--- config.mk ---
export PLATFORM = sky130hd
export DESIGN_NAME = posit_decode_stream
export DESIGN_NICKNAME = d
export VERILOG_FILES = /design/src/rtl/posit_defines.sv /design/src/rtl/posit_regime_counter.sv /design/src/rtl/posit_decode_stream.sv
export SDC_FILE = /design/constraint.sdc
export NUM_CORES = 1
export LEC_CHECK = 0
export CAP_MARGIN = 5
export CORE_MARGIN = 3
export CORE_UTILIZATION = 30
export CTS_CLUSTER_SIZE = 10
export DETAILED_ROUTE_END_ITERATION = 6
export PLACE_DENSITY = 0.51
export SLEW_MARGIN = 10
export SYNTH_ARGS = -nofsm -noshare
export SYNTH_HDL_FRONTEND = slang
export SYNTH_SLANG_ARGS = --single-unit
--- constraint.sdc ---
create_clock -name clk -period 5 [get_ports clk]
set_input_delay 1 -clock clk [delete_from_list [all_inputs] [get_ports clk]]
set_output_delay 1 -clock clk [all_outputs]
set_load 0.02 [all_outputs]
--- src/rtl/posit_defines.sv ---
// Shared posit definitions: field-width profile type and output width helpers.
package posit_defines;

    // Field-width profile: NORMAL keeps every fraction bit a posit can carry,
    // COMPACT keeps only the upper half of them.
    typedef enum logic [0:0] {
        NORMAL  = 1'b0,
        COMPACT = 1'b1
    } pd_type;

    // Signed width holding k*2^ES + e over the whole regime range.
    function automatic int unsigned get_scale_width(input int unsigned n,
                                                    input int unsigned es,
                                                    input pd_type      t);
        int unsigned w;
        w = $clog2((n - 1) << es) + 1;
        case (t)
            NORMAL:  return w;
            default: return w;
        endcase
    endfunction

    // Fraction width: the widest fraction occurs with a 2-bit regime.
    function automatic int unsigned get_fraction_width(input int unsigned n,
                                                       input int unsigned es,
                                                       input pd_type      t);
        int unsigned w;
        w = (n > es + 3) ? (n - es - 3) : 1;
        case (t)
            COMPACT: return (w > 1) ? (w / 2) : 1;
            default: return w;
        endcase
    endfunction

endpackage

--- src/rtl/posit_regime_counter.sv ---
// Combinational regime run-length counter over the bits below the sign.
module posit_regime_counter
    import posit_defines::*;
#(
    parameter  int unsigned POSIT_WIDTH = 32,
    localparam int unsigned MW          = $clog2(POSIT_WIDTH)
) (
    input  logic [POSIT_WIDTH-2:0] bits_i,
    output logic [MW-1:0]          m_o,
    output logic                   r_o
);

    localparam int unsigned W = POSIT_WIDTH - 1;

    logic run;

    // Count leading bits equal to the MSB; the first differing bit ends the run.
    always_comb begin
        r_o = bits_i[W-1];
        m_o = '0;
        run = 1'b1;
        for (int unsigned i = 0; i < W; i++) begin
            if (run && (bits_i[W-1-i] == r_o)) begin
                m_o = m_o + MW'(1);
            end else begin
                run = 1'b0;
            end
        end
    end

endmodule

--- src/rtl/posit_decode_stream.sv ---
// Two-stage streaming posit decoder: sign/abs/regime, then exponent/fraction.
module posit_decode_stream
    import posit_defines::*;
#(
    parameter  int unsigned POSIT_WIDTH = 32,
    parameter  int unsigned POSIT_ES    = 2,
    parameter  pd_type      PD_TYPE     = NORMAL,
    localparam int unsigned SW = get_scale_width(POSIT_WIDTH, POSIT_ES, PD_TYPE),
    localparam int unsigned FW = get_fraction_width(POSIT_WIDTH, POSIT_ES, PD_TYPE)
) (
    input  logic                   clk,
    input  logic                   rst_n,
    input  logic                   s_valid,
    output logic                   s_ready,
    input  logic [POSIT_WIDTH-1:0] posit_word_i,
    output logic                   m_valid,
    input  logic                   m_ready,
    output logic                   sign,
    output logic signed [SW-1:0]   scale,
    output logic [FW-1:0]          fraction,
    output logic                   zero,
    output logic                   NaR
);

    localparam int unsigned AW = POSIT_WIDTH - 1;
    localparam int unsigned MW = $clog2(POSIT_WIDTH);
    localparam int unsigned TW = POSIT_ES + FW;
    localparam int unsigned XW = AW + TW;

    logic                   ready_en_q, ready_en_d;
    logic                   v1_q, v1_d, v2_q, v2_d;
    logic                   sign1_q, sign1_d, zero1_q, zero1_d, nar1_q, nar1_d, r1_q, r1_d;
    logic [AW-1:0]          abs1_q, abs1_d;
    logic [MW-1:0]          m1_q, m1_d;
    logic                   sign_q, sign_d, zero_q, zero_d, nar_q, nar_d;
    logic signed [SW-1:0]   scale_q, scale_d;
    logic [FW-1:0]          fraction_q, fraction_d;

    logic                   ld1, ld2, take;
    logic [POSIT_WIDTH-1:0] abs_word;
    logic [MW-1:0]          m_cnt;
    logic                   r_cnt;
    logic [XW-1:0]          shifted;
    logic [TW-1:0]          top;
    logic [31:0]            e_val;
    logic signed [31:0]     k_val, scale_full;

    assign abs_word = posit_word_i[POSIT_WIDTH-1] ? (~posit_word_i + 1'b1) : posit_word_i;

    posit_regime_counter #(
        .POSIT_WIDTH(POSIT_WIDTH)
    ) u_regime (
        .bits_i(abs_word[AW-1:0]),
        .m_o   (m_cnt),
        .r_o   (r_cnt)
    );

    // Plain logical shift past regime and terminator; bits shifted beyond the word read as zero.
    assign shifted = {abs1_q, {TW{1'b0}}} << ({1'b0, m1_q} + (MW+1)'(1));
    assign top     = TW'(shifted >> AW);

    if (POSIT_ES > 0) begin : g_exp
        assign e_val = 32'(top[FW +: POSIT_ES]);
    end else begin : g_noexp
        assign e_val = '0;
    end

    assign k_val      = r1_q ? ($signed(32'(m1_q)) - 32'sd1) : -$signed(32'(m1_q));
    assign scale_full = (k_val <<< POSIT_ES) + $signed(e_val);

    // Handshake: ready is withheld until the first clock after reset release.
    assign ld2     = ~v2_q | m_ready;
    assign ld1     = ready_en_q & (~v1_q | ld2);
    assign take    = s_valid & ld1;
    assign s_ready = ld1;

    // Next-state for both pipeline stages; data only moves alongside a valid word.
    always_comb begin
        ready_en_d = 1'b1;
        v1_d       = v1_q;
        sign1_d    = sign1_q;
        abs1_d     = abs1_q;
        zero1_d    = zero1_q;
        nar1_d     = nar1_q;
        m1_d       = m1_q;
        r1_d       = r1_q;
        v2_d       = v2_q;
        sign_d     = sign_q;
        scale_d    = scale_q;
        fraction_d = fraction_q;
        zero_d     = zero_q;
        nar_d      = nar_q;
        if (ld1) begin
            v1_d = s_valid;
        end
        if (take) begin
            sign1_d = posit_word_i[POSIT_WIDTH-1];
            abs1_d  = abs_word[AW-1:0];
            zero1_d = (posit_word_i == '0);
            nar1_d  = posit_word_i[POSIT_WIDTH-1] && (posit_word_i[AW-1:0] == '0);
            m1_d    = m_cnt;
            r1_d    = r_cnt;
        end
        if (ld2) begin
            v2_d = v1_q;
        end
        if (ld2 && v1_q) begin
            sign_d     = sign1_q;
            zero_d     = zero1_q;
            nar_d      = nar1_q;
            scale_d    = (zero1_q || nar1_q) ? '0 : SW'(scale_full);
            fraction_d = (zero1_q || nar1_q) ? '0 : top[FW-1:0];
        end
    end

    // Pipeline registers with asynchronous active-low clear.
    always_ff @(posedge clk or negedge rst_n) begin
        if (!rst_n) begin
            ready_en_q <= 1'b0;
            v1_q       <= 1'b0;
            sign1_q    <= 1'b0;
            abs1_q     <= '0;
            zero1_q    <= 1'b0;
            nar1_q     <= 1'b0;
            m1_q       <= '0;
            r1_q       <= 1'b0;
            v2_q       <= 1'b0;
            sign_q     <= 1'b0;
            scale_q    <= '0;
            fraction_q <= '0;
            zero_q     <= 1'b0;
            nar_q      <= 1'b0;
        end else begin
            ready_en_q <= ready_en_d;
            v1_q       <= v1_d;
            sign1_q    <= sign1_d;
            abs1_q     <= abs1_d;
            zero1_q    <= zero1_d;
            nar1_q     <= nar1_d;
            m1_q       <= m1_d;
            r1_q       <= r1_d;
            v2_q       <= v2_d;
            sign_q     <= sign_d;
            scale_q    <= scale_d;
            fraction_q <= fraction_d;
            zero_q     <= zero_d;
            nar_q      <= nar_d;
        end
    end

    assign m_valid  = v2_q;
    assign sign     = sign_q;
    assign scale    = scale_q;
    assign fraction = fraction_q;
    assign zero     = zero_q;
    assign NaR      = nar_q;

endmodule
# == Word level (Yosys, flattened, before mapping) ==
# Index checks and enable logic that the tools add are counted.
# word_totals
reg_bits,81
input_bits,36
elab_cells,183
# classes
addsub,34
eq_ne,30
n_shift,1
muxes,63
bitwise,7
n_reduce_logical,34
# ops
cell,n
adder 5 x 1 -> 5 bit (second input constant),29
two-way mux 5 bit,29
left shift 60 x 6 -> 60 bit,1
logical NOT 32 bit,1
adder 31 x 1 -> 31 bit (second input constant),1
logical AND 1 bit,31
logical NOT 31 bit,1
two-way mux 31 bit,1
NOT 31 bit,1
equality test 1 bit,30
two-way mux 1 bit,29
two-way mux 27 bit,1
adder 8 x 3 -> 8 bit,1
two-way mux 8 bit,1
adder 5 x 1 -> 6 bit (second input constant),1
two-way mux 6 bit,1
negation 5 -> 6 bit,1
subtractor 5 x 1 -> 6 bit (second input constant),1
AND 1 bit,2
two-way mux 2 bit,1
NOT 1 bit,2
OR 1 bit,2
logical OR 1 bit,1

# == Logic depth before layout (Yosys ltp) ==
# Gate-level depths: netlist (run 1).
# logic_depth
ltp_word,63
mapped_depth,70

# == By module ==
# Synthesis (run 1) repeated with hierarchy kept, for this count alone.
# unflattened
cells_unflattened,1119
area_unflattened_um2,9374.0
# modules_own_cells
mod,n_inst,cells_per_inst,area_per_inst_um2
posit_decode_stream,1,516,5451.5
posit_regime_counter,1,603,3922.5

# == Worst setup path after synthesis (run 1) ==
# Ideal clock, no wire load.
# synth_timing
path_kind,input to register
start,input port posit_word_i[5]
end,register m1_q[4]
arrival_ps,14194
path_slack_ps,-9270
path_stages,68
path_buffers,4
path_cell_list,or4_1 clkbuf_1 or4_1 buf_2 o41ai_2 xor2_1 nor4_1 mux2_2 buf_1 nor2_1 ha_1 inv_1 a31oi_1 ha_1 o22ai_1 a21oi_1 ha_1 a21o_1 (+32 left out) o221ai_1 o21a_1 a21o_1 ha_1 nand2_1 o211ai_1 a21o_1 ha_1 mux2i_1 a21oi_1 a21o_1 ha_1 and3_1 a21o_1 mux2i_1 a2bb2oi_1 xnor3_1 o21ai_1
# synth_via
elab_chain_cells,63
elab_cells_between_ends,150
# synth_lines
element,line,source
start: declaration,posit_decode_stream.sv:15,"input logic [POSIT_WIDTH-1:0] posit_word_i,"
NOT 31 bit,posit_decode_stream.sv:48,assign abs_word = posit_word_i[POSIT_WIDTH-1] ? (~posit_word_i + 1'b1) : posit_word_i;
adder 31 x 1 -> 31 bit,posit_decode_stream.sv:48,
two-way mux 31 bit *,posit_decode_stream.sv:48,
equality test 1 bit,posit_regime_counter.sv:23,if (run && (bits_i[W-1-i] == r_o)) begin
two-way mux 2 bit or two-way mux 1 bit (tied branches),posit_regime_counter.sv:23,
adder 5 x 1 -> 5 bit or logical AND 1 bit (tied branches),"posit_regime_counter.sv:24, posit_regime_counter.sv:23",
two-way mux 5 bit or two-way mux 1 bit (tied branches),posit_regime_counter.sv:23,
adder 5 x 1 -> 5 bit or logical AND 1 bit (tied branches),"posit_regime_counter.sv:24, posit_regime_counter.sv:23",
(+47 left out),-,
adder 5 x 1 -> 5 bit or logical AND 1 bit (tied branches),"posit_regime_counter.sv:24, posit_regime_counter.sv:23",
two-way mux 5 bit or two-way mux 1 bit (tied branches),posit_regime_counter.sv:23,
adder 5 x 1 -> 5 bit or logical AND 1 bit (tied branches),"posit_regime_counter.sv:24, posit_regime_counter.sv:23",
two-way mux 5 bit or two-way mux 1 bit (tied branches),posit_regime_counter.sv:23,
adder 5 x 1 -> 5 bit or logical AND 1 bit (tied branches),"posit_regime_counter.sv:24, posit_regime_counter.sv:23",
two-way mux 5 bit or two-way mux 1 bit (tied branches),posit_regime_counter.sv:23,
adder 5 x 1 -> 5 bit or logical AND 1 bit (tied branches),"posit_regime_counter.sv:24, posit_regime_counter.sv:23",
two-way mux 5 bit *,posit_regime_counter.sv:23,
end signal: assignment,posit_decode_stream.sv:140,m1_q <= m1_d;
end: declaration,posit_decode_stream.sv:34,"logic [MW-1:0] m1_q, m1_d;"
# Mark *: on every way between the ends. The rest lies on a longest branch, timed or not.
# A chain may end at the register's enable or synchronous reset.

# == Worst setup path after layout (run 1) ==
# layout_timing
start,input port posit_word_i[10]
end,register m1_q[4]
# Same word-level chain as after synthesis.

==> results.tsv, run 1 <==
metric	value	unit
deepest_level_of_the_cts_h_tree	3	
synthTopCellsByArea	sky130_fd_sc_hd__dfrtp_1 (22%), sky130_fd_sc_hd__nand2_1 (7.0%), sky130_fd_sc_hd__o21ai_0 (5.4%)	
initial_standard_cell_utilization_of_the_core	30.9	%
post-synth-top-count-cell	sky130_fd_sc_hd__nand2_1	
slowest_delay	0.60	ns
post_detailed_routing_wire_length	32.5	mm
grtUsageMet2	32.5	%
final_cell_area	14600	um^2
power_density_of_the_placed_cells	292	nW/um^2
count_of_flip_flops_with_a_built_in_enable_after_synthesis	0	
drive_gt1_share	37.7	%
cp_data_required_time	5.26	ns
dpl-instance-area	13200	um^2
rows	63	
clock_power_share	13.8	%
post_synthesis_async_set_or_reset_flop_share	100	%
yosysTopAreaCell	sky130_fd_sc_hd__dfrtp_1	
finalWorstPathRequiredPeriod	12.75	ns
critical_path.top_delay_family	adder cells	
number_of_cells_after_detailed_placement	1952	
global_route.usage.total	19.1	%
least_margin_pin_slew	1.01	ns
dominantRegCellSynth	sky130_fd_sc_hd__dfrtp_1	
cts_sinks	80	
cpMaxStageDelayCell	sky130_fd_sc_hd__or4_4	
cts.path.max_buffers	2	
max_fclk	78.5	MHz
timing_hold_violations_final	0	
global_route.overflow_total	0	
area_of_the_mapped_netlist	9290	um^2
layout_stage_area_growth_over_the_synthesis_result	56.8	%
utilization	48.4	%
buffer_ports.inserted	75	
grt_max_degree	81	
routed_wire_length_per_instance	16.2	um
floorplan.io_pins	76	
static_leak	6.37	nW
coreArea	30100	um^2
skew	0.00535	ns
insertedDiodeCount	0	
cell_count_after_synthesis	1186	
synth-seq-cells	80	
synth-seq-area-share	21.5	%
latest_clock_arrival_within_the_worst_skew_pair	0.33	ns
synth_largest_type_area_fraction	21.5	%
swShare	41.3	%
vdd.ir_drop.worst	0.176	mV
grt_setup_unrepaired	yes	
postSynthAreaPerCell	7.83	um^2
cts_tree	yes	
busiest_layer	met2	
grt_first_pass_wirelength	52.7	mm
detailedPlace.worstSlack	-8.99	ns
postRouteAntennaNets	0	
number_of_global_route_vias_before_repair	10300	
count_of_non_filler_cells_in_the_finished_layout	2010	
timing.final.ws_setup	-7.75	ns
fin_tns_setup	-30.93	ns
gp_congestion	0.899	
holdCritPathClass	reg -> reg	
number_of_buffer_and_inverter_stages_on_the_critical_path	4	
report.final.slew_viol_count	0	
chipWidth	182	um
slew_headroom	32.9	%
pre_antenna_drt_iters	5	
total_power	4.25	mW
crit_path_max_fanout	4	
setup.worst_path.start_class	input port	
design.final.nets	1683	
cts.reportedPaths.clkPinSlew	0.06	ns
yosysWarnings	0	
p_sw	1.75	mW
overall_via_count_from_detail_route	10400	
violations_in_the_final_reports	negative setup slack	
max_cap_violations	0	
first_iter_violations	622	
outcome	finished with violations	
worst-setup-path-type	in -> reg	
post-route-period-util	255	%
antenna_violations_before_repair	0	
finalSetupViolCount	5	
clock-root-buffer	sky130_fd_sc_hd__clkbuf_16	
grt_use_met1	25.9	%
drt-vias-per-instance	5.18	
place_hpwl	25.9	mm
finalHoldWorstSlack	0.473	ns
dieHeight	182	um
globalRouteMet3Util	1.52	%
cts_inserted_buffers	9	
cp-end-kind	flop	
synth.net_count	1251	
cellInternalPower	2.49	mW
pwr-share-comb	63.4	%
synth_top_cells_by_count	sky130_fd_sc_hd__nand2_1 (173), sky130_fd_sc_hd__o21ai_0 (100), sky130_fd_sc_hd__nor2_1 (97)	
seq_power_share	22.7	%
die_area	33100	um^2
drt_drc_violations_left	0	
cp.arrival	13.01	ns
synth_cell_types	95	
## cells by family (layout without fill, tap and decap cells)
family,after synthesis,count (layout),synth area share (%)
AND/OR/NAND/NOR,471,471,25.0
AO/OA/AOI/OAI,336,336,24.6
adder cells (fa/ha/maj),35,35,4.55
multiplexers,71,71,9.25
XOR/XNOR,102,102,11.2
flip-flops,80,80,21.5
other,1,1,0.0404
buffers and inverters,90,524,3.78
## area by class of cell
cell class,count,area [um^2]
fillers,2923,15500
multi-input cells,1016,7830
repair buffers,483,3890
flip-flops and latches,80,2000
well taps,390,488
clock buffers,12,256
inverters,28,105
clock inverters,1,5.00
## metal layers
layer	share of wire (%)	up-vias
li1	-	5253
met1	47	4883
met2	47	225
met3	3.6	55
met4	2.8	0
met5	0	-
## worst register-to-register path: cells and delay by family, from the launching register on
family | cells | cell delay, ns
AO/OA/AOI/OAI | 4 | 0.92
AND/OR/NAND/NOR | 1 | 0.07
flip-flops | 1 | 0.32
buffers and inverters | 3 | 1.07
multiplexers | 1 | 0.59
adder cells (fa/ha/maj) | 1 | 0.57
## worst paths after layout
check | slack (ns) | cells after the start | from | end
min in group asynchronous | 0.82 | 1 | rst_n | NaR$_DFFE_PN0P_
worst min register to register | 0.47 | 2 | sign1_q$_DFFE_PN0P_ | sign1_q$_DFFE_PN0P_
max in group asynchronous | 3.50 | 1 | rst_n | abs1_q[9]$_DFFE_PN0P_
worst min-delay path | 0.47 | 2 | sign1_q$_DFFE_PN0P_ | sign1_q$_DFFE_PN0P_
worst max-delay path | -7.75 | 68 | posit_word_i[10] | m1_q[4]$_DFFE_PN0P_
worst max register to register | 1.35 | 10 | m1_q[0]$_DFFE_PN0P_ | scale[1]$_DFFE_PN0P_
## what timing repair did
| action | 4_1_cts | 5_1_grt |
|---|---|---|
| buffers inserted | 22 | 26 |
| resized for setup | 114 | 103 |
| cloned | 0 | 0 |
| endpoints found under the setup margin | 5 | 5 |
| pin swaps | 76 | 45 |
| hold buffers | 0 | 0 |
| endpoints found under the hold margin | 0 | 0 |
## sequential cells by signal, indices dropped and copies added (netlist names)
name        flops
zero1_q         1
m_valid         1
zero            1
r1_q            1
nar1_q          1
v1_q            1
fraction       27
m1_q            5
abs1_q         30
sign1_q         1
sign            1
NaR             1
scale           8
ready_en_q      1
## power groups by stage
stage / registers (mW) / clock network, mW / logic (mW)
final: 0.966 / 0.587 / 2.70
after global routing: 0.998 / 0.631 / 2.97
after CTS: 0.971 / 0.601 / 2.62
after detailed placement: 0.982 / 0 / 2.53
after global placement: 0.976 / 0 / 2.51
after floorplan: 1.11 / 0 / 1.37
## cell usage in the layout (no fill, tap or decap), types with 18 or more instances in the layout
cell,instances
sky130_fd_sc_hd__mux2i_1,44
sky130_fd_sc_hd__o21ai_0,95
sky130_fd_sc_hd__buf_6,22
sky130_fd_sc_hd__and2_1,18
sky130_fd_sc_hd__nor2b_1,18
sky130_fd_sc_hd__clkdlybuf4s50_1,48
sky130_fd_sc_hd__inv_1,24
sky130_fd_sc_hd__o211ai_1,18
sky130_fd_sc_hd__xor2_1,34
sky130_fd_sc_hd__nand3_1,22
sky130_fd_sc_hd__xnor2_1,45
sky130_fd_sc_hd__nand2_1,167
sky130_fd_sc_hd__nor2_1,85
sky130_fd_sc_hd__buf_4,386
sky130_fd_sc_hd__dfrtp_1,80
sky130_fd_sc_hd__a21oi_1,50
sky130_fd_sc_hd__nor3_1,21
No activity file was read; power rests on OpenSTA's default activity.
==> run 2: changes to the inputs <==
--- a/config.mk
+++ b/config.mk
@@ -5,12 +5,13 @@
 export SDC_FILE = /design/constraint.sdc
 export NUM_CORES = 1
 export LEC_CHECK = 0
-export CAP_MARGIN = 5
+export CAP_MARGIN = 20
 export CORE_MARGIN = 3
 export CORE_UTILIZATION = 30
 export CTS_CLUSTER_SIZE = 10
 export DETAILED_ROUTE_END_ITERATION = 6
 export PLACE_DENSITY = 0.51
+export SKIP_LAST_GASP = 1
 export SLEW_MARGIN = 10
 export SYNTH_ARGS = -nofsm -noshare
 export SYNTH_HDL_FRONTEND = slang
==> run 2 against run 1 <==
The run still ends with negative setup slack left. Die area did not move. Via count hardly changed. Setup slack worse by 0.019 ns. Highest routed layer unchanged.
==> results.tsv, run 2 (synthesized netlist as in run 1, its figures left out) <==
metric	value	unit
outcome	finished with violations	
violations_in_the_final_reports	negative setup slack	
chipWidth	182	um
vdd.ir_drop.worst	0.176	mV
die_area	33100	um^2
number_of_global_route_vias_before_repair	10300	
static_leak	6.38	nW
crit_path_max_fanout	4	
slew_headroom	33.2	%
gp_congestion	0.899	
globalRouteMet3Util	1.52	%
grtUsageMet2	32.5	%
slowest_delay	0.60	ns
place_hpwl	25.9	mm
final_common_cell	sky130_fd_sc_hd__buf_4	
first_iter_violations	580	
cts_tree	yes	
dieHeight	182	um
worst_setup_path_endpoint	m1_q[4]$_DFFE_PN0P_	
post-route-period-util	255	%
drt_drc_violations_left	0	
finalSetupViolCount	5	
critical_path.reg2reg.endpoint	scale[1]$_DFFE_PN0P_	
global_route.usage.total	19.1	%
reg2reg_slack	1.35	ns
cp.arrival	13.03	ns
timing_hold_violations_final	0	
report.final.slew_viol_count	0	
cp-end-kind	flop	
largest_register_ffs	30	
grt_max_degree	81	
critical_path.startpoint	posit_word_i[10]	
grt_setup_unrepaired	yes	
global_route.overflow_total	0	
deepest_level_of_the_cts_h_tree	3	
worst-setup-path-type	in -> reg	
skew	0.00571	ns
coreArea	30100	um^2
routed_wire_length_per_instance	16.2	um
max_flop_register	abs1_q	
pre_antenna_drt_iters	6	
reg2reg_depth	10	
floorplan.io_pins	76	
utilization	48.4	%
cts_sinks	80	
initial_standard_cell_utilization_of_the_core	30.9	%
grt_first_pass_wirelength	52.7	mm
overall_via_count_from_detail_route	10400	
cp_data_required_time	5.26	ns
antenna_violations_before_repair	0	
busiest_layer	met2	
max_cap_violations	0	
insertedDiodeCount	0	
holdCritPathClass	reg -> reg	
setup.worst_path.start_class	input port	
max_fclk	78.3	MHz
finalWorstPathRequiredPeriod	12.76	ns
most_frequent_cells_in_the_layout	sky130_fd_sc_hd__buf_4 (388), sky130_fd_sc_hd__nand2_1 (167), sky130_fd_sc_hd__o21ai_0 (95), sky130_fd_sc_hd__nor2_1 (85), sky130_fd_sc_hd__dfrtp_1 (80)	
cts.reportedPaths.clkPinSlew	0.06	ns
cts_inserted_buffers	9	
layout_stage_area_growth_over_the_synthesis_result	56.9	%
hold_depth	2	
drt-vias-per-instance	5.18	
timing.final.ws_setup	-7.76	ns
number_of_cells_after_detailed_placement	1952	
post_detailed_routing_wire_length	32.5	mm
cpMaxStageDelayCell	sky130_fd_sc_hd__or4_4	
count_of_non_filler_cells_in_the_finished_layout	2011	
buffer_ports.inserted	75	
design.final.nets	1684	
grt_use_met1	25.9	%
power_density_of_the_placed_cells	292	nW/um^2
drive_gt1_share	37.7	%
worst_r2r_startpoint	m1_q[0]$_DFFE_PN0P_	
rows	63	
cts.path.max_buffers	2	
least_margin_pin_slew	0.997	ns
clock-root-buffer	sky130_fd_sc_hd__clkbuf_16	
latest_clock_arrival_within_the_worst_skew_pair	0.33	ns
postRouteAntennaNets	0	
## run 2: cell type report
cell class / instances / area, um^2
Fill cell: 2924 / 15500
Sequential cell: 80 / 2000
Tap cell: 390 / 488
Clock buffer: 12 / 256
Inverter: 28 / 105
Multi-Input combinational cell: 1016 / 7830
Timing Repair Buffer: 484 / 3900
Clock inverter: 1 / 5.00
## run 2: per-stage QoR
stage	TNS, ns	hold slack (ns)	cell area (um^2)	setup WS (ns)	power [mW]
floorplan	-32.69	0.442	9460	-8.38	2.48
global placement	-35.97	0.463	13200	-8.76	3.49
detailed placement	-36.87	0.471	13200	-8.99	3.51
CTS	-31.18	0.484	13900	-7.78	4.19
global route	-33.53	0.508	14600	-8.33	4.60
finish	-31.04	0.473	14600	-7.76	4.25
## run 2: power breakdown
group	leakage, nW	switching, mW	internal, mW
Clock	0.130	0.233	0.354
Combinational	5.24	1.39	1.31
Sequential	1.01	0.130	0.835
## run 2: layer usage
metal / up-vias / wire [um]
li1: 5263 / -
met1: 4900 / 15400
met2: 205 / 15200
met3: 55 / 977
met4: 0 / 911
met5: - / 0
## run 2: critical path: cells and delay by family
family | cells | cell delay, ns
adder cells (fa/ha/maj) | 15 | 3.82
AO/OA/AOI/OAI | 23 | 3.48
AND/OR/NAND/NOR | 20 | 3.06
multiplexers | 4 | 0.82
buffers and inverters | 4 | 0.49
XOR/XNOR | 2 | 0.32
## run 2: timing repair
action | 4_1_cts | 5_1_grt
pin swaps | 76 | 45
buffers inserted | 22 | 26
hold buffers | 0 | 0
gates resized for setup | 114 | 100
endpoints found under the setup margin | 5 | 5
## run 2: how the worst min path moves through the flow
stage | startpoint | to | slack [ns]
floorplan | sign1_q$_DFFE_PN0P_ | sign1_q$_DFFE_PN0P_ | 0.44
global placement | fraction[3]$_DFFE_PN0P_ | fraction[3]$_DFFE_PN0P_ | 0.46
detailed placement | sign1_q$_DFFE_PN0P_ | sign1_q$_DFFE_PN0P_ | 0.47
CTS | fraction[3]$_DFFE_PN0P_ | fraction[3]$_DFFE_PN0P_ | 0.48
global route | fraction[0]$_DFFE_PN0P_ | fraction[0]$_DFFE_PN0P_ | 0.51
finish | sign1_q$_DFFE_PN0P_ | sign1_q$_DFFE_PN0P_ | 0.47
==> RTL change 1: new RTL, config.mk and constraints of run 1 <==
`POSIT_WIDTH` is set to 32 in 2 places; all go to 16.
--- a/src/rtl/posit_regime_counter.sv
+++ b/src/rtl/posit_regime_counter.sv
@@ -2,7 +2,7 @@
 module posit_regime_counter
     import posit_defines::*;
 #(
-    parameter  int unsigned POSIT_WIDTH = 32,
+    parameter  int unsigned POSIT_WIDTH = 16,
     localparam int unsigned MW          = $clog2(POSIT_WIDTH)
 ) (
     input  logic [POSIT_WIDTH-2:0] bits_i,
--- a/src/rtl/posit_decode_stream.sv
+++ b/src/rtl/posit_decode_stream.sv
@@ -2,7 +2,7 @@
 module posit_decode_stream
     import posit_defines::*;
 #(
-    parameter  int unsigned POSIT_WIDTH = 32,
+    parameter  int unsigned POSIT_WIDTH = 16,
     parameter  int unsigned POSIT_ES    = 2,
     parameter  pd_type      PD_TYPE     = NORMAL,
     localparam int unsigned SW = get_scale_width(POSIT_WIDTH, POSIT_ES, PD_TYPE),
Ports: changed (resized fraction, posit_word_i and scale); port bits go from 76 to 43. No check against the original RTL was run, so the function may have changed too.
==> RTL change 1 against run 1 <==
The flow still finishes with violations (setup timing); synthesized area shrank 59%; sequential share of layout area grew 6.1 points; sequential cell count shrank 34; non-clock buffer count shrank 302; routed wire length shrank 65%; power shrank 54%; count of clock-buffer cells in the layout shrank 7; maximum frequency grew 86%; die area shrank 58%; via count shrank 64%; utilization shrank 0.80 points; worst setup slack gained 5.9 ns; design area shrank 60%; critical path type unchanged.
==> RTL change 1: results (changes against run 1) <==
Detailed routing
The first-pass iteration count of the detailed router is 6 (was 5). The routed wire length per instance was 14.7 µm (was 16.2 µm). The violation count after the first detailed-route iteration is 215 (was 622). The routed wire length on met2 is 5550 µm (was 15200 µm). The total via count in the routed design was 3800 (was 10400).

Timing
The worst-case clock skew is 0.00786 ns (was 0.00535 ns). The final-report setup violation count is 5 (unchanged). The hold slack is 0.476 ns (was 0.473 ns). The post-layout worst setup margin came to -1.87 ns (was -7.75 ns). The slew at the pin closest to its max-slew limit is 0.999 ns (was 1.01 ns).

Yosys
The synthesized netlist cell count was 440 (was 1186). Top cells by count, synth: sky130_fd_sc_hd__nand2_1 (59), sky130_fd_sc_hd__dfrtp_1 (46), sky130_fd_sc_hd__o21ai_0 (37) (was sky130_fd_sc_hd__nand2_1 (173), sky130_fd_sc_hd__o21ai_0 (100), sky130_fd_sc_hd__nor2_1 (97)). Most area-consuming cells after synthesis: sky130_fd_sc_hd__dfrtp_1 (30%), sky130_fd_sc_hd__mux4_2 (5.9%), sky130_fd_sc_hd__nand2_1 (5.8%), sky130_fd_sc_hd__xnor2_1 (5.3%), sky130_fd_sc_hd__o21ai_0 (4.9%) (was sky130_fd_sc_hd__dfrtp_1 (22%), sky130_fd_sc_hd__nand2_1 (7.0%), sky130_fd_sc_hd__o21ai_0 (5.4%), sky130_fd_sc_hd__xnor2_1 (5.0%), sky130_fd_sc_hd__mux2i_1 (4.7%)).

The number of distinct library cell variants in the gate-level netlist after synthesis came to 65 (was 95). The synthesized net count is 471 (was 1251).

Power and ir drop
The cell leakage power is 2.55 nW (was 6.37 nW). The maximum vdd ir drop is 0.000137 V (was 0.000176 V).

Worst setup path
The longest individual stage delay on the worst path came to 0.19 ns (was 0.60 ns). The startpoint of the most critical setup path is posit_word_i[0] (was posit_word_i[10]).

Run status
Violated checks: setup timing (unchanged). Outcome: complete, but fails checks (unchanged).

Global route
The largest net degree at the start of global routing is 47 (was 81). The global-route total usage across every layer is 15.7% (was 19.1%).

Placement
The final weighted congestion in routability-driven placement is 0.848 (was 0.899). The count of input and output buffers is 42 (was 75). The half-perimeter wire length after detailed placement is 7980 µm (was 25900 µm).

Layout
The fraction of final layout cells with drive strength greater than 1 is 38.2% (was 37.7%). The net count of the finished layout is 629 (was 1683). The number of flip-flops under the largest register name is 14 (was 30). The post-layout instance count excluding filler cells is 767 (was 2010).

Worst hold path
The critical hold path startpoint was fraction[4]$_DFFE_PN0P_ (was sign1_q$_DFFE_PN0P_).
[RTL change 1: path summary, 6_finish.rpt]
kind | to | depth (start not counted)
min in group asynchronous | zero1_q$_DFFE_PN0P_ | 1
max | m1_q[2]$_DFFE_PN0P_ | 49
max reg2reg | fraction[8]$_DFFE_PN0P_ | 6
min reg2reg | fraction[4]$_DFFE_PN0P_ | 2
min | fraction[4]$_DFFE_PN0P_ | 2
max in group asynchronous | fraction[4]$_DFFE_PN0P_ | 1
[RTL change 1: layout make-up]
cell class | instances | area, µm²
clock buffers | 5 | 125
clock inverters | 3 | 40.0
fillers | 1203 | 6400
inverters | 15 | 57.6
multi-input cells | 349 | 2770
flip-flops and latches | 46 | 1150
well taps | 168 | 210
repair buffers | 181 | 1460
[RTL change 1: power by group through the flow]
stage	registers, mW	clock network (mW)	logic [mW]
6_report	0.565	0.368	1.00
5_1_grt	0.582	0.395	1.09
4_1_cts	0.568	0.379	0.986
3_3_place_gp	0.567	0	0.906
2_1_floorplan	0.621	0	0.506
3_5_place_dp	0.574	0	0.915
[RTL change 1: logic make-up after synthesis]
group,count (synthesis),share of synthesized area [%]
AOI/OAI and AO/OA,112,20.1
xor gates and xnor gates,32,7.38
adders and majority gates,11,3.62
buffers and inverters,45,4.77
DFF,46,30.3
muxes,31,11.8
other,1,0.0987
and+or+nand+nor,162,21.9
[RTL change 1: critical path: cells and delay by family]
family | cells | cell delay, ns
AOI/OAI and AO/OA | 1 | 0.07
xor gates and xnor gates | 4 | 0.65
and+or+nand+nor | 2 | 0.18
buffers and inverters | 42 | 5.10
[RTL change 1: repair_timing]
item                       4_1_cts  5_1_grt
buffers inserted                45        6
gates resized for setup         59       29
pin swaps                       38       36
setup endpoints to repair        3        5
[RTL change 1: stage by stage]
stage	setup WS, ns	TNS [ns]	cell area [µm²]
floorplan	-2.27	-6.03	3900
global placement	-2.53	-7.03	5050
detailed placement	-2.68	-7.37	5050
CTS	-1.98	-7.30	5710
global route	-2.13	-8.35	5810
finish	-1.87	-7.41	5810
[RTL change 1: routing by layer]
| metal | up-vias | global-route usage, % |
|---|---|---|
| li1 | 1922 | - |
| met1 | 1785 | 20.3 |
| met2 | 74 | 27.3 |
| met3 | 19 | 1.91 |
| met4 | 0 | 4.71 |
| met5 | - | 0 |
==> RTL change 2: new RTL, config.mk and constraints of run 1 <==
Made on the original files. `m1_q` no longer has a reset.
--- a/src/rtl/posit_decode_stream.sv
+++ b/src/rtl/posit_decode_stream.sv
@@ -122,7 +122,6 @@
             abs1_q     <= '0;
             zero1_q    <= 1'b0;
             nar1_q     <= 1'b0;
-            m1_q       <= '0;
             r1_q       <= 1'b0;
             v2_q       <= 1'b0;
             sign_q     <= 1'b0;
@@ -137,7 +136,6 @@
             abs1_q     <= abs1_d;
             zero1_q    <= zero1_d;
             nar1_q     <= nar1_d;
-            m1_q       <= m1_d;
             r1_q       <= r1_d;
             v2_q       <= v2_d;
             sign_q     <= sign_d;
@@ -148,6 +146,10 @@
         end
     end
 
+    always_ff @(posedge clk) begin
+        m1_q <= m1_d;
+    end
+
     assign m_valid  = v2_q;
     assign sign     = sign_q;
     assign scale    = scale_q;
Behaviour: same outputs for any inputs over 4 cycles, from zero or initial values and one cycle with rst_n low; that may be too few to reach the edited logic, so the function may still have changed.
==> RTL change 2 against run 1 <==
The flow still finishes with violations (setup timing); utilization is 2.5 points lower; synthesized area shrank 2.1%; highest routed layer is now met5; critical path depth fell by 2; design area fell by 6.2%; routed wire length down 8.8%; power shrank 16%; sequential cell count stayed put; register-to-register slack worse by 0.20 ns; cell count is 4.9% lower; worst setup slack better by 0.53 ns.
==> RTL change 2: results (changes against run 1) <==
Run status
Outcome: complete, but fails checks (unchanged). Violated checks: setup timing (unchanged).

Yosys
The share of synthesized area occupied by flip-flops and latches is 22.3% (was 21.5%). The synthesized net count came to 1209 (was 1251). The synthesized netlist cell count is 1144 (was 1186).

The number of distinct library cell variants in the gate-level netlist after synthesis is 98 (was 95). Most area-consuming cells after synthesis: sky130_fd_sc_hd__dfrtp_1 (21%), sky130_fd_sc_hd__nand2_1 (7.3%), sky130_fd_sc_hd__o21ai_0 (6.2%), sky130_fd_sc_hd__xnor2_1 (5.4%), sky130_fd_sc_hd__mux2i_1 (5.1%) (was sky130_fd_sc_hd__dfrtp_1 (22%), sky130_fd_sc_hd__nand2_1 (7.0%), sky130_fd_sc_hd__o21ai_0 (5.4%), sky130_fd_sc_hd__xnor2_1 (5.0%), sky130_fd_sc_hd__mux2i_1 (4.7%)). Top cells by count, synth: sky130_fd_sc_hd__nand2_1 (178), sky130_fd_sc_hd__o21ai_0 (112), sky130_fd_sc_hd__nor2_1 (77) (was sky130_fd_sc_hd__nand2_1 (173), sky130_fd_sc_hd__o21ai_0 (100), sky130_fd_sc_hd__nor2_1 (97)). The number of enable flip-flop cells after synthesis came to 5 (was 0).

Timing
The slew at the pin closest to its max-slew limit is 1.16 ns (was 1.01 ns). The setup TNS after final layout is -29.07 ns (was -30.93 ns). The final-report setup violation count is 5 (unchanged).

The post-layout worst setup margin is -7.22 ns (was -7.75 ns).

Worst hold path
The critical hold path startpoint is fraction[5]$_DFFE_PN0P_ (was sign1_q$_DFFE_PN0P_).

Placement
The number of cells in the design after placement is 1856 (was 1952). The worst setup timing slack at the placement stage is -8.12 ns (was -8.99 ns). The half-perimeter wire length after detailed placement came to 24300 µm (was 25900 µm).

The final weighted congestion in routability-driven placement is 0.911 (was 0.899). The cell area after placement is 12700 µm² (was 13200 µm²).

Worst setup path
The data arrival time at the worst-slack endpoint came to 12.30 ns (was 13.01 ns). The longest individual stage delay on the worst path is 0.50 ns (was 0.60 ns). The reg-to-reg startpoint is m1_q[0]$_DFFE_PP_ (was m1_q[0]$_DFFE_PN0P_).

The startpoint of the most critical setup path was posit_word_i[25] (was posit_word_i[10]). The largest fanout of any net on the critical path is 6 (was 4).

Detailed routing
The post-detailed-route via-to-cell ratio is 5.01 (was 5.18). The violation count after the first detailed-route iteration was 582 (was 622).

Global route
The first-pass GRT wire length is 49000 µm (was 52700 µm). The number of global-route vias before repair was 9515 (was 10300). The global-route total usage across every layer came to 18.0% (was 19.1%).

Layout
The fraction of final layout cells with drive strength greater than 1 came to 35.8% (was 37.7%). The net count of the finished layout came to 1582 (was 1683).

Power and ir drop
The maximum vdd ir drop is 0.000139 V (was 0.000176 V).
[RTL change 2: cell count changes after synthesis, moves of 6 or more]
cell | before | now
sky130_fd_sc_hd__nor2_1 | 97 | 77
sky130_fd_sc_hd__nor2b_1 | 18 | 12
sky130_fd_sc_hd__clkbuf_1 | 43 | 51
sky130_fd_sc_hd__buf_1 | 13 | 7
sky130_fd_sc_hd__a21o_1 | 11 | 4
sky130_fd_sc_hd__inv_1 | 27 | 33
sky130_fd_sc_hd__nor3_1 | 25 | 18
sky130_fd_sc_hd__o21ai_0 | 100 | 112
sky130_fd_sc_hd__nor4_1 | 16 | 3
sky130_fd_sc_hd__or4_1 | 10 | 3
sky130_fd_sc_hd__nand4_1 | 16 | 7
[RTL change 2: cell families after synthesis]
| family | count (synthesis) | share of synthesized area [%] |
|---|---|---|
| muxes | 71 | 9.52 |
| AOI/OAI and AO/OA | 321 | 23.3 |
| buffers and inverters | 97 | 4.24 |
| and+or+nand+nor | 425 | 23.4 |
| xor gates and xnor gates | 112 | 12.4 |
| DFF | 80 | 22.3 |
| other | 1 | 0.0412 |
| adders and majority gates | 37 | 4.87 |
[RTL change 2: report_power, final]
group | internal, mW | total [mW] | switching (mW)
registers | 0.795 | 0.903 | 0.108
clock network | 0.331 | 0.573 | 0.242
logic | 1.04 | 2.09 | 1.05
[RTL change 2: metal layers]
metal	share of wire (%)	vias up	global-route usage, %
li1	-	4900	-
met1	47	4461	24.4
met2	48	179	31.3
met3	3.7	31	1.78
met4	1.4	2	3.56
met5	0.044	-	0
[RTL change 2: path summary, 6_finish.rpt]
path	to	slack (ns)	cells after the start
max	m1_q[4]$_DFFE_PP_	-7.22	66
min	fraction[5]$_DFFE_PN0P_	0.48	2
max reg2reg	fraction[26]$_DFFE_PN0P_	1.15	11
min reg2reg	fraction[5]$_DFFE_PN0P_	0.48	2
max in group asynchronous	abs1_q[13]$_DFFE_PN0P_	3.60	1
min in group asynchronous	m_valid$_DFFE_PN0N_	0.80	1
[RTL change 2: timing repair]
item | 4_1_cts | 5_1_grt
pin swaps | 51 | 47
gates resized for setup | 111 | 53
setup endpoints to repair | 5 | 5
buffers inserted | 29 | 12
[RTL change 2: layout make-up]
class	count	area, µm²	share of cell area (%)
tap	390	488	3.57
sequential	80	2030	14.8
timing repair buffer	425	3440	25.1
clock inverter	5	23.8	0.174
inverter	34	128	0.933
clock buffer	11	233	1.70
multi-input combinational	967	7340	53.7
[RTL change 2: worst max-delay path: cells and delay by family]
family,cells,cell delay (ns)
adders and majority gates,15,4.24
AOI/OAI and AO/OA,20,2.89
and+or+nand+nor,17,2.16
buffers and inverters,8,1.04
muxes,5,0.71
xor gates and xnor gates,1,0.23
